[src/rtl/rv32i_types.sv]
// Shared RV32I core types: register index, data word and the
// forwarding watchdog state encoding.
package rv32i_types;

  typedef logic [4:0]  rv32i_reg;
  typedef logic [31:0] rv32i_word;

  // Watchdog states: RUN (no stall), WAIT (counting stall cycles),
  // TOUT (stall persisted too long, flag raised until cleared).
  typedef enum logic [1:0] {
    RUN  = 2'd0,
    WAIT = 2'd1,
    TOUT = 2'd2
  } fwd_state_t;

endpackage

[src/rtl/fwd_scoreboard.sv]
// Register scoreboard for long-latency (mul/div) destinations. A bit is
// busy from the cycle after issue until the cycle after its result lands.
module fwd_scoreboard
  import rv32i_types::*;
(
  input  logic      clk,
  input  logic      rst,
  input  logic      lat_issue,
  input  rv32i_reg  lat_issue_dest,
  input  logic      lat_done,
  input  rv32i_reg  lat_done_dest,
  output rv32i_word sb_busy
);

  rv32i_word busy_d;
  rv32i_word busy_q;

  // Clear on completion first, then set on issue, so a same-register
  // issue/done pair leaves the bit busy for the newer operation.
  // Writes to x0 never create a dependency.
  always_comb begin
    busy_d = busy_q;
    if (lat_done) begin
      busy_d[lat_done_dest] = 1'b0;
    end
    if (lat_issue && (lat_issue_dest != 5'd0)) begin
      busy_d[lat_issue_dest] = 1'b1;
    end
  end

  // Busy vector register, emptied by reset.
  always_ff @(posedge clk or negedge rst) begin
    if (!rst) begin
      busy_q <= '0;
    end else begin
      busy_q <= busy_d;
    end
  end

  assign sb_busy = busy_q;

endmodule

[src/rtl/fwd_hazard_unit.sv]
// Operand forwarding and hazard detection between ID/EX operand read and
// EX. Picks the youngest in-flight producer per source operand, detects
// load-use and scoreboard hazards, and watches for stalls that never end.
module fwd_hazard_unit
  import rv32i_types::*;
#(
  parameter int NUM_SRC    = 2,
  parameter int NUM_STAGES = 2,
  parameter int TIMEOUT    = 64,
  localparam int SW        = $clog2(NUM_STAGES + 1)
) (
  input  logic                              clk,
  input  logic                              rst,
  input  logic [NUM_SRC-1:0]                src_valid,
  input  logic [NUM_SRC-1:0][4:0]           src_addr,
  input  logic [NUM_STAGES-1:0]             stg_ld_regfile,
  input  logic [NUM_STAGES-1:0][4:0]        stg_dest,
  input  logic [NUM_STAGES-1:0][31:0]       stg_data,
  input  logic [NUM_STAGES-1:0]             stg_ready,
  input  logic                              lat_issue,
  input  rv32i_reg                          lat_issue_dest,
  input  logic                              lat_done,
  input  rv32i_reg                          lat_done_dest,
  input  rv32i_word                         lat_done_data,
  input  logic                              timeout_clr,
  output logic [NUM_SRC-1:0]                fwd_hit,
  output logic [NUM_SRC-1:0][31:0]          fwd_data,
  output logic [NUM_SRC-1:0][SW-1:0]        fwd_src,
  output logic                              stall,
  output rv32i_word                         sb_busy,
  output logic                              hazard_timeout
);

  localparam int CW = $clog2(TIMEOUT + 1);

  logic [NUM_SRC-1:0] opStall;
  logic [NUM_SRC-1:0] opFound;
  logic               stallInt;
  fwd_state_t         state_q;
  logic [CW-1:0]      stallCnt_q;
  logic               timeout_q;

  fwd_scoreboard u_scoreboard (
    .clk            (clk),
    .rst            (rst),
    .lat_issue      (lat_issue),
    .lat_issue_dest (lat_issue_dest),
    .lat_done       (lat_done),
    .lat_done_dest  (lat_done_dest),
    .sb_busy        (sb_busy)
  );

  // Per-operand priority select: youngest matching stage wins outright
  // (a not-ready winner is a load-use stall with no fallback to older
  // stages), then the completing long-latency result, then the scoreboard.
  always_comb begin
    fwd_hit  = '0;
    fwd_data = '0;
    fwd_src  = '0;
    opStall  = '0;
    opFound  = '0;
    for (int i = 0; i < NUM_SRC; i++) begin
      if (rst && src_valid[i] && (src_addr[i] != 5'd0)) begin
        for (int k = 0; k < NUM_STAGES; k++) begin
          if (!opFound[i] && stg_ld_regfile[k] && (stg_dest[k] == src_addr[i])) begin
            opFound[i] = 1'b1;
            if (stg_ready[k]) begin
              fwd_hit[i]  = 1'b1;
              fwd_data[i] = stg_data[k];
              fwd_src[i]  = SW'(k);
            end else begin
              opStall[i] = 1'b1;
            end
          end
        end
        if (!opFound[i]) begin
          if (lat_done && (lat_done_dest == src_addr[i])) begin
            fwd_hit[i]  = 1'b1;
            fwd_data[i] = lat_done_data;
            fwd_src[i]  = SW'(NUM_STAGES);
          end else if (sb_busy[src_addr[i]]) begin
            opStall[i] = 1'b1;
          end
        end
      end
    end
  end

  assign stallInt = |opStall;
  assign stall    = stallInt;

  // Watchdog: count consecutive stall cycles and latch a timeout flag once
  // TIMEOUT of them have completed; only timeout_clr leaves TOUT.
  always_ff @(posedge clk or negedge rst) begin
    if (!rst) begin
      state_q    <= RUN;
      stallCnt_q <= '0;
      timeout_q  <= 1'b0;
    end else begin
      case (state_q)
        RUN: begin
          if (stallInt) begin
            state_q    <= WAIT;
            stallCnt_q <= CW'(1);
          end else begin
            stallCnt_q <= '0;
          end
        end
        WAIT: begin
          if (!stallInt) begin
            state_q    <= RUN;
            stallCnt_q <= '0;
          end else if (stallCnt_q == CW'(TIMEOUT - 1)) begin
            state_q    <= TOUT;
            stallCnt_q <= CW'(TIMEOUT);
            timeout_q  <= 1'b1;
          end else begin
            stallCnt_q <= stallCnt_q + CW'(1);
          end
        end
        TOUT: begin
          if (timeout_clr) begin
            state_q    <= RUN;
            stallCnt_q <= '0;
            timeout_q  <= 1'b0;
          end
        end
        default: begin
          state_q    <= RUN;
          stallCnt_q <= '0;
          timeout_q  <= 1'b0;
        end
      endcase
    end
  end

  assign hazard_timeout = timeout_q;

endmodule

[config.mk]
export PLATFORM = sky130hd
export DESIGN_NAME = fwd_hazard_unit
export DESIGN_NICKNAME = d
export VERILOG_FILES = /design/src/rtl/rv32i_types.sv /design/src/rtl/fwd_scoreboard.sv /design/src/rtl/fwd_hazard_unit.sv
export SDC_FILE = /design/constraint.sdc
export NUM_CORES = 1
export LEC_CHECK = 0
export CAP_MARGIN = 10
export CORE_UTILIZATION = 36
export DETAILED_ROUTE_END_ITERATION = 10
export GPL_TIMING_DRIVEN = 0
export HOLD_SLACK_MARGIN = 0.02
export PLACE_DENSITY = 0.87
export SYNTH_ARGS = -nofsm -noshare
export SYNTH_HDL_FRONTEND = slang
export SYNTH_HIERARCHICAL = 1
export SYNTH_SLANG_ARGS = --single-unit
[constraint.sdc]
create_clock -name clk -period 2.7 [get_ports clk]
set_input_delay 0.54 -clock clk [delete_from_list [all_inputs] [get_ports clk]]
set_output_delay 0.54 -clock clk [all_outputs]
set_load 0.005 [all_outputs]
==> metrics.yaml, run 1 <==
status:
  violations: "negative setup slack"
  outcome: "complete, but fails checks"
cts:
  cts.clk_slew.worst_paths_ns: 0.06
  numCtsBuffers: 5
  cts_tree: "done"
  cts_sinks: 42
  cts_buffer_depth: 2
  h-tree-depth: 2
  root_buffer: "clkbuf_16"
  worstSkewPairLatency_ns: 0.29
timing:
  skew_ns: 0.00394
  rsz0062_at_grt: "yes"
  timing.final.ws_setup_ns: -0.293
  finalCritPeriodShare_pct: 111
  hold_viol: 0
  finalCriticalPeriod_ns: 2.99
  finalSetupViolCount: 72
  fmax_mhz: 334
  max_slew_margin_pct: 39.9
  drv_slew: 0
  worst_pin_slew_ns: 0.900
global_routing:
  grt_antenna_before_repair: 4
  grt_pass1_wl_microns: 33800
  grt.overflow.total: 0
  track_usage_pct: 34.3
  grt_pass1_vias: 6282
  grt_max_degree: 28
finish:
  layout.nets: 987
  regArea_sq_um: 1050
  multiInputGateArea_sq_um: 3860
  fillCellCount: 776
  syn2layout_area_growth_pct: 100
  fin_util_pct: 74.4
  drive_gt1_share_pct: 45.0
  fin_area_sq_um: 8530
  fin_cells: 996
worst_setup_path:
  reg2reg_slack_ns: 0.10
  end_kind: "output port"
  required_ns: 2.16
  worstPathArrival_ns: 2.45
  r2r_end: "stallCnt_q[4]"
  cpPeakStageDelay_ns: 0.39
  rr_worst_depth: 10
  rr_startpoint: "u_scoreboard/sb_busy[15]"
  cpMaxStageDelayCell: "nor4_1"
  crit_chain: "buf_8, buf_6, xor2_1, nor4_1, and3_1, and2_4, clkbuf_16, nand2_2, a21oi_2, buf_2"
  criticalPathCategory: "in -> out"
  crit_fanout: 8
  worstSetupStartpointType: "primary input"
routing:
  wl_per_cell_microns: 23.6
  detail-route-antenna-nets: 0
  drt-total-wl_microns: 23500
  vias: 6391
  drc: 0
  drt_pass1_iterations: 7
  viasPerCell: 6.42
  drt_iter0_markers: 674
placement:
  gp_congestion: 0.966
  port_buffers: 235
  placed_area_sq_um: 6810
  post-place-cells: 911
  place_hpwl_microns: 14100
synthesis:
  synth_nets: 670
  synth_area_per_cell_sq_um: 8.01
  synth_ff_type: "dfrtp_1"
  yosys.area.top_type: "dfrtp_1"
  ys_top_cells_by_area: "dfrtp_1 (25%), a32oi_1 (13%), a21oi_1 (7.9%)"
  syn_area_sq_um: 4260
  synth-edff-count: 0
  async_reset_ff_share_pct: 100
  synthDistinctLibCells: 52
  synth_seq_cells: 42
  synth_top_area_share_pct: 24.7
  yosysWarnings: 6
  post_synth_inst_count: 532
  yosysSeqAreaShare_pct: 24.7
power:
  ir_drop_v: 0.000594
  finalPower_w: 0.00280
  p_leak_nw: 3.49
  powerDensity_nw_per_um2: 328
floorplanning:
  dieArea_sq_um: 12300
  core_sq_um: 11500
  die_w_microns: 111
  fp-row-count: 39
  pin_count: 241
  die_y_microns: 111
  start_util_pct: 37.1
flow_run:
  cap_violations: 0
min_path:
  hp-class: "in -> async"
[stage by stage]
stage / setup TNS, ns / setup slack, ns / hold slack (ns)
after floorplan: -0.961 / -0.0365 / 0.244
after global placement: -176.14 / -2.58 / 0.465
after detailed placement: -109.20 / -1.55 / 0.468
after CTS: -7.10 / -0.157 / 0.132
after global routing: -21.51 / -0.378 / 0.143
final: -14.25 / -0.293 / 0.122
[sequential cells by signal (all words and copies together) (netlist names)]
signal / count
u_scoreboard/sb_busy: 32
stallCnt_q: 7
state_q: 2
hazard_timeout: 1
[worst max path at each step]
stage                      startpoint            to  slack (ns)  cells after the start
final                     src_addr[8]  fwd_data[33]       -0.29                     10
after global routing      src_addr[4]    fwd_hit[0]       -0.38                     11
after CTS                 src_addr[0]   fwd_data[6]       -0.16                     11
after detailed placement  src_addr[8]  fwd_data[50]       -1.55                     11
after global placement            rst         stall       -2.58                      6
after floorplan           src_addr[9]  fwd_data[54]       -0.04                      9
[report_power, final]
group,leakage (nW),internal (W),switching (W)
sequential,0.532,0.000742,0.000154
clock,0.0830,0.000457,0.000248
combinational,2.88,0.000675,0.000519
total,3.49,0.00187,0.000921
[metal layers]
layer / GRT usage (%) / vias up / share of wire (%)
met5: 0 / - / 0
met4: 16.3 / 0 / 5.8
met3: 5.74 / 137 / 9.2
met2: 61.8 / 498 / 50
li1: - / 2717 / -
met1: 39.4 / 3039 / 35
[cell usage in the layout, fill, tap and decap left out, drive strengths merged, types with 3 or more instances in the layout]
master,n
mux4,12
nor3b,5
diode,4
nand3,16
clkdlybuf4s50,142
dlygate4sd2,3
inv,4
xnor2,6
clkbuf,34
nand3b,14
buf,184
or3b,6
and3,5
nor2,13
a22o,3
or2,3
nor4,8
xor2,24
mux2,3
nor2b,4
o21ai,68
a32oi,64
a21oi,67
nand2,80
dfrtp,42
or3,3
mux2i,9
[synthesized netlist by cell type (3+ instances only)]
library cell / n
nand2_1: 80
a21oi_1: 67
a32oi_1: 64
o21ai_1: 62
dfrtp_1: 42
clkbuf_1: 32
xor2_1: 24
nand3_1: 16
nand3b_1: 14
nor2_1: 12
mux2i_1: 9
mux4_2: 8
nor4_1: 8
buf_2: 7
buf_4: 6
o21ai_0: 6
xnor2_1: 6
and3_1: 5
inv_1: 4
mux4_1: 4
nor2b_1: 4
nor3b_1: 4
a22o_1: 3
mux2_2: 3
or2_2: 3
or3b_1: 3
or3b_4: 3
[worst max-delay path: cells and delay by family]
family / cells / cell delay, ns
buffers and inverters: 4 / 0.57
XOR/XNOR: 1 / 0.16
AO/OA/AOI/OAI: 1 / 0.14
AND/OR/NAND/NOR: 4 / 1.03
[cell type report]
cell class / instances / share of cell area [%]
clock inverters: 1 / 0.352
plain buffers: 44 / 6.20
repair buffers: 313 / 31.9
diodes: 4 / 0.117
well taps: 143 / 2.10
clock buffers: 6 / 1.63
flip-flops and latches: 42 / 12.3
multi-input cells: 439 / 45.2
inverters: 4 / 0.176
[repair_timing]
action	4_1_cts	5_1_grt
hold buffers	0	0
gates cloned	12	0
pin swaps	130	74
buffers inserted	58	9
resized for setup	573	113
setup endpoints to repair	81	74
[logic make-up (layout without fill, tap and decap cells)]
family | Yosys count | after routing | share of synthesized area [%]
flip-flops | 42 | 42 | 24.7
multiplexers | 24 | 24 | 9.61
buffers and inverters | 51 | 368 | 5.58
AND/OR/NAND/NOR | 166 | 166 | 19.9
XOR/XNOR | 30 | 30 | 6.17
AO/OA/AOI/OAI | 218 | 218 | 33.7
adder cells (fa/ha/maj) | 1 | 1 | 0.294
other | 0 | 4 | 0
Power figures use the tool's default switching activity.
==> inputs of run 2 (changes only) <==
--- a/config.mk
+++ b/config.mk
@@ -6,12 +6,11 @@
 export NUM_CORES = 1
 export LEC_CHECK = 0
 export CAP_MARGIN = 10
-export CORE_UTILIZATION = 36
+export CORE_UTILIZATION = 35
 export DETAILED_ROUTE_END_ITERATION = 10
 export GPL_TIMING_DRIVEN = 0
 export HOLD_SLACK_MARGIN = 0.02
 export PLACE_DENSITY = 0.87
 export SYNTH_ARGS = -nofsm -noshare
 export SYNTH_HDL_FRONTEND = slang
-export SYNTH_HIERARCHICAL = 1
 export SYNTH_SLANG_ARGS = --single-unit
==> run 2 against run 1 <==
  * Highest routed layer unchanged
  * Total power fell by 7.1%
  * Combinational power fell by 5%
  * Worst hold slack improved by 0.031 ns
  * Largest cell class is now buffers
  * Sequential power rose by 0.6%
  * The flow still finishes with violations (negative setup slack)
==> metrics.yaml, run 2 <==
status:
  outcome: "complete, but fails checks"
  violations: "negative setup slack"
timing:
  finalSetupViolCount: 67
  drv_slew: 0
  fmax_mhz: 325
  finalCritPeriodShare_pct: 114
  finalCriticalPeriod_ns: 3.08
  whs_ns: 0.153
  timing.final.ws_setup_ns: -0.378
  skew_ns: 0.00488
  hold_viol: 0
  worst_pin_slew_ns: 1.09
  max_slew_margin_pct: 26.9
  rsz0062_at_grt: "yes"
floorplanning:
  dieArea_sq_um: 11900
  start_util_pct: 36.4
  fp-row-count: 38
  die_w_microns: 109
  die_y_microns: 109
  core_sq_um: 11000
  pin_count: 241
global_routing:
  grt_max_degree: 34
  grt_pass1_wl_microns: 30500
  grt.overflow.total: 0
  track_usage_pct: 33.2
  grt_pass1_vias: 5788
  grt_antenna_before_repair: 0
placement:
  port_buffers: 230
  gp_congestion: 0.922
  place_hpwl_microns: 14000
  place_ws_ns: -1.48
cts:
  worstSkewPairLatency_ns: 0.28
  cts_hold_buf: 0
  cts_tree: "done"
  cts_buffer_depth: 2
  cts.clk_slew.worst_paths_ns: 0.06
  numCtsBuffers: 5
  root_buffer: "clkbuf_16"
  cts_sinks: 42
  h-tree-depth: 2
worst_setup_path:
  worstPathArrival_ns: 2.54
  end_kind: "output port"
  crit_fanout: 10
  criticalPathCategory: "in -> out"
  worstSetupStartpointType: "primary input"
  required_ns: 2.16
finish:
  drive_gt1_share_pct: 32.8
  largest_reg_flops: 32
  layout_commonest_cell: "clkdlybuf4s50_1"
  antenna_cells: 0
  multiInputGateArea_sq_um: 2960
  layout_common_cells: "clkdlybuf4s50_1 (141), buf_2 (77), nor2_1 (68)"
  fin_util_pct: 67.1
  fillCellCount: 821
  syn2layout_area_growth_pct: 84.1
  layout.nets: 906
  regArea_sq_um: 1050
synthesis:
  synthDistinctLibCells: 49
  ys_top_cells_by_area: "dfrtp_1 (26%), a222oi_1 (14%), o21ai_0 (7.8%)"
  async_reset_ff_share_pct: 100
  synth_area_per_cell_sq_um: 8.41
  synth_nets: 616
  ys_top_cells_by_count: "nor2_1 (69), o21ai_0 (63), a222oi_1 (56)"
  synth_ff_type: "dfrtp_1"
  yosysWarnings: 0
  synth-edff-count: 0
  synth_top_area_share_pct: 26.1
  yosysMostFrequentCell: "nor2_1"
  yosysSeqAreaShare_pct: 26.1
  post_synth_inst_count: 478
  syn_area_sq_um: 4020
  synth_seq_cells: 42
  yosys.area.top_type: "dfrtp_1"
routing:
  viasPerCell: 6.46
  drt-total-wl_microns: 20800
  vias: 5870
  drc: 0
  wl_per_cell_microns: 23.0
  detail-route-antenna-nets: 0
  drt_pass1_iterations: 11
  drt_iter0_markers: 1182
flow_run:
  cap_violations: 0
min_path:
  hp-class: "in -> async"
power:
  p_leak_nw: 3.09
  ir_drop_v: 0.000401
  powerDensity_nw_per_um2: 351
==> run 2: cell types whose count changed after synthesis, sizes merged, moves of 6 or more <==
cell / delta
a32oi: -55
and2: +6
a222oi: +56
nand2: -63
a21oi: -57
nor2: +56
==> run 2: logic make-up (layout without fill, tap and decap cells) <==
group	after synthesis	count (layout)	synth area share, %
compound gates	166	166	31.1
simple gates	161	161	20.4
buf+inv	56	346	6.32
flops	42	42	26.1
xor+xnor	31	31	6.75
mux	21	21	8.96
fa+ha+maj	1	1	0.311
==> run 2: stage by stage <==
step	setup TNS (ns)	power [W]	instance area, sq um	std cells
floorplan	0	0.00123	4150	478
global placement	-146.65	0.00182	6630	848
detailed placement	-92.56	0.00186	6650	849
CTS	-15.39	0.00251	7270	908
global route	-18.45	0.00269	7400	908
finish	-13.58	0.00260	7400	908
==> run 2: final cells by class <==
cell class              instances  area share (%)
multi-input cells             380            40.0
clock buffers                   7            1.79
repair buffers                287            34.2
plain buffers                  44            7.12
inverters                       8           0.406
well taps                     140            2.37
flip-flops and latches         42            14.2
==> run 2: critical path, stage by stage <==
cell	delay, ns
clkbuf_2	0.22
xor2_1	0.23
nor4_1	0.35
and3_1	0.26
and2_4	0.16
buf_12	0.14
buf_4	0.12
clkbuf_8	0.13
nand2_1	0.08
a21oi_2	0.16
buf_2	0.13
==> run 2: timing repair <==
item                                    4_1_cts  5_1_grt
endpoints found under the setup margin       81       71
buffers inserted                             43        4
pin swaps                                   131       82
hold endpoints to repair                      0        0
resized for setup                           426       64
cloned                                       10        1
==> run 2: worst paths after layout <==
check / depth (start not counted) / startpoint / to / slack (ns)
worst max-delay path: 11 / lat_done_dest[2] / fwd_data[34] / -0.38
max in group asynchronous: 2 / rst / u_scoreboard.sb_busy[2] / 2.06
worst min register to register: 1 / stallCnt_q[6] / hazard_timeout / 0.49
worst max register to register: 10 / u_scoreboard.sb_busy[8] / stallCnt_q[1] / 0.05
min in group clk: 1 / stallCnt_q[6] / hazard_timeout / 0.49
worst min-delay path: 1 / rst / u_scoreboard.sb_busy[4] / 0.15
==> run 2: power breakdown <==
group	internal (W)	switching (W)	total [W]	leakage, nW
registers	0.000744	0.000157	0.000901	0.532
logic	0.000664	0.000466	0.00113	2.49
clock network	0.000338	0.000226	0.000564	0.0640
total	0.00175	0.000849	0.00260	3.09
==> run 2: layer usage <==
metal	track usage, %	vias to the layer above	part of all wire (%)
met1	35.1	2760	33
met3	7.47	111	11
li1	-	2484	-
met4	18.9	0	5.4
met5	0	-	0
met2	60.3	515	50
==> inputs of run 3 (changes only) <==
--- a/config.mk
+++ b/config.mk
@@ -9,7 +9,7 @@
 export CORE_UTILIZATION = 35
 export DETAILED_ROUTE_END_ITERATION = 10
 export GPL_TIMING_DRIVEN = 0
-export HOLD_SLACK_MARGIN = 0.02
+export HOLD_SLACK_MARGIN = 0.12
 export PLACE_DENSITY = 0.87
 export SYNTH_ARGS = -nofsm -noshare
 export SYNTH_HDL_FRONTEND = slang
==> results of run 3 <==
The final DEF is identical to that of run 2; final timing and power are the same.
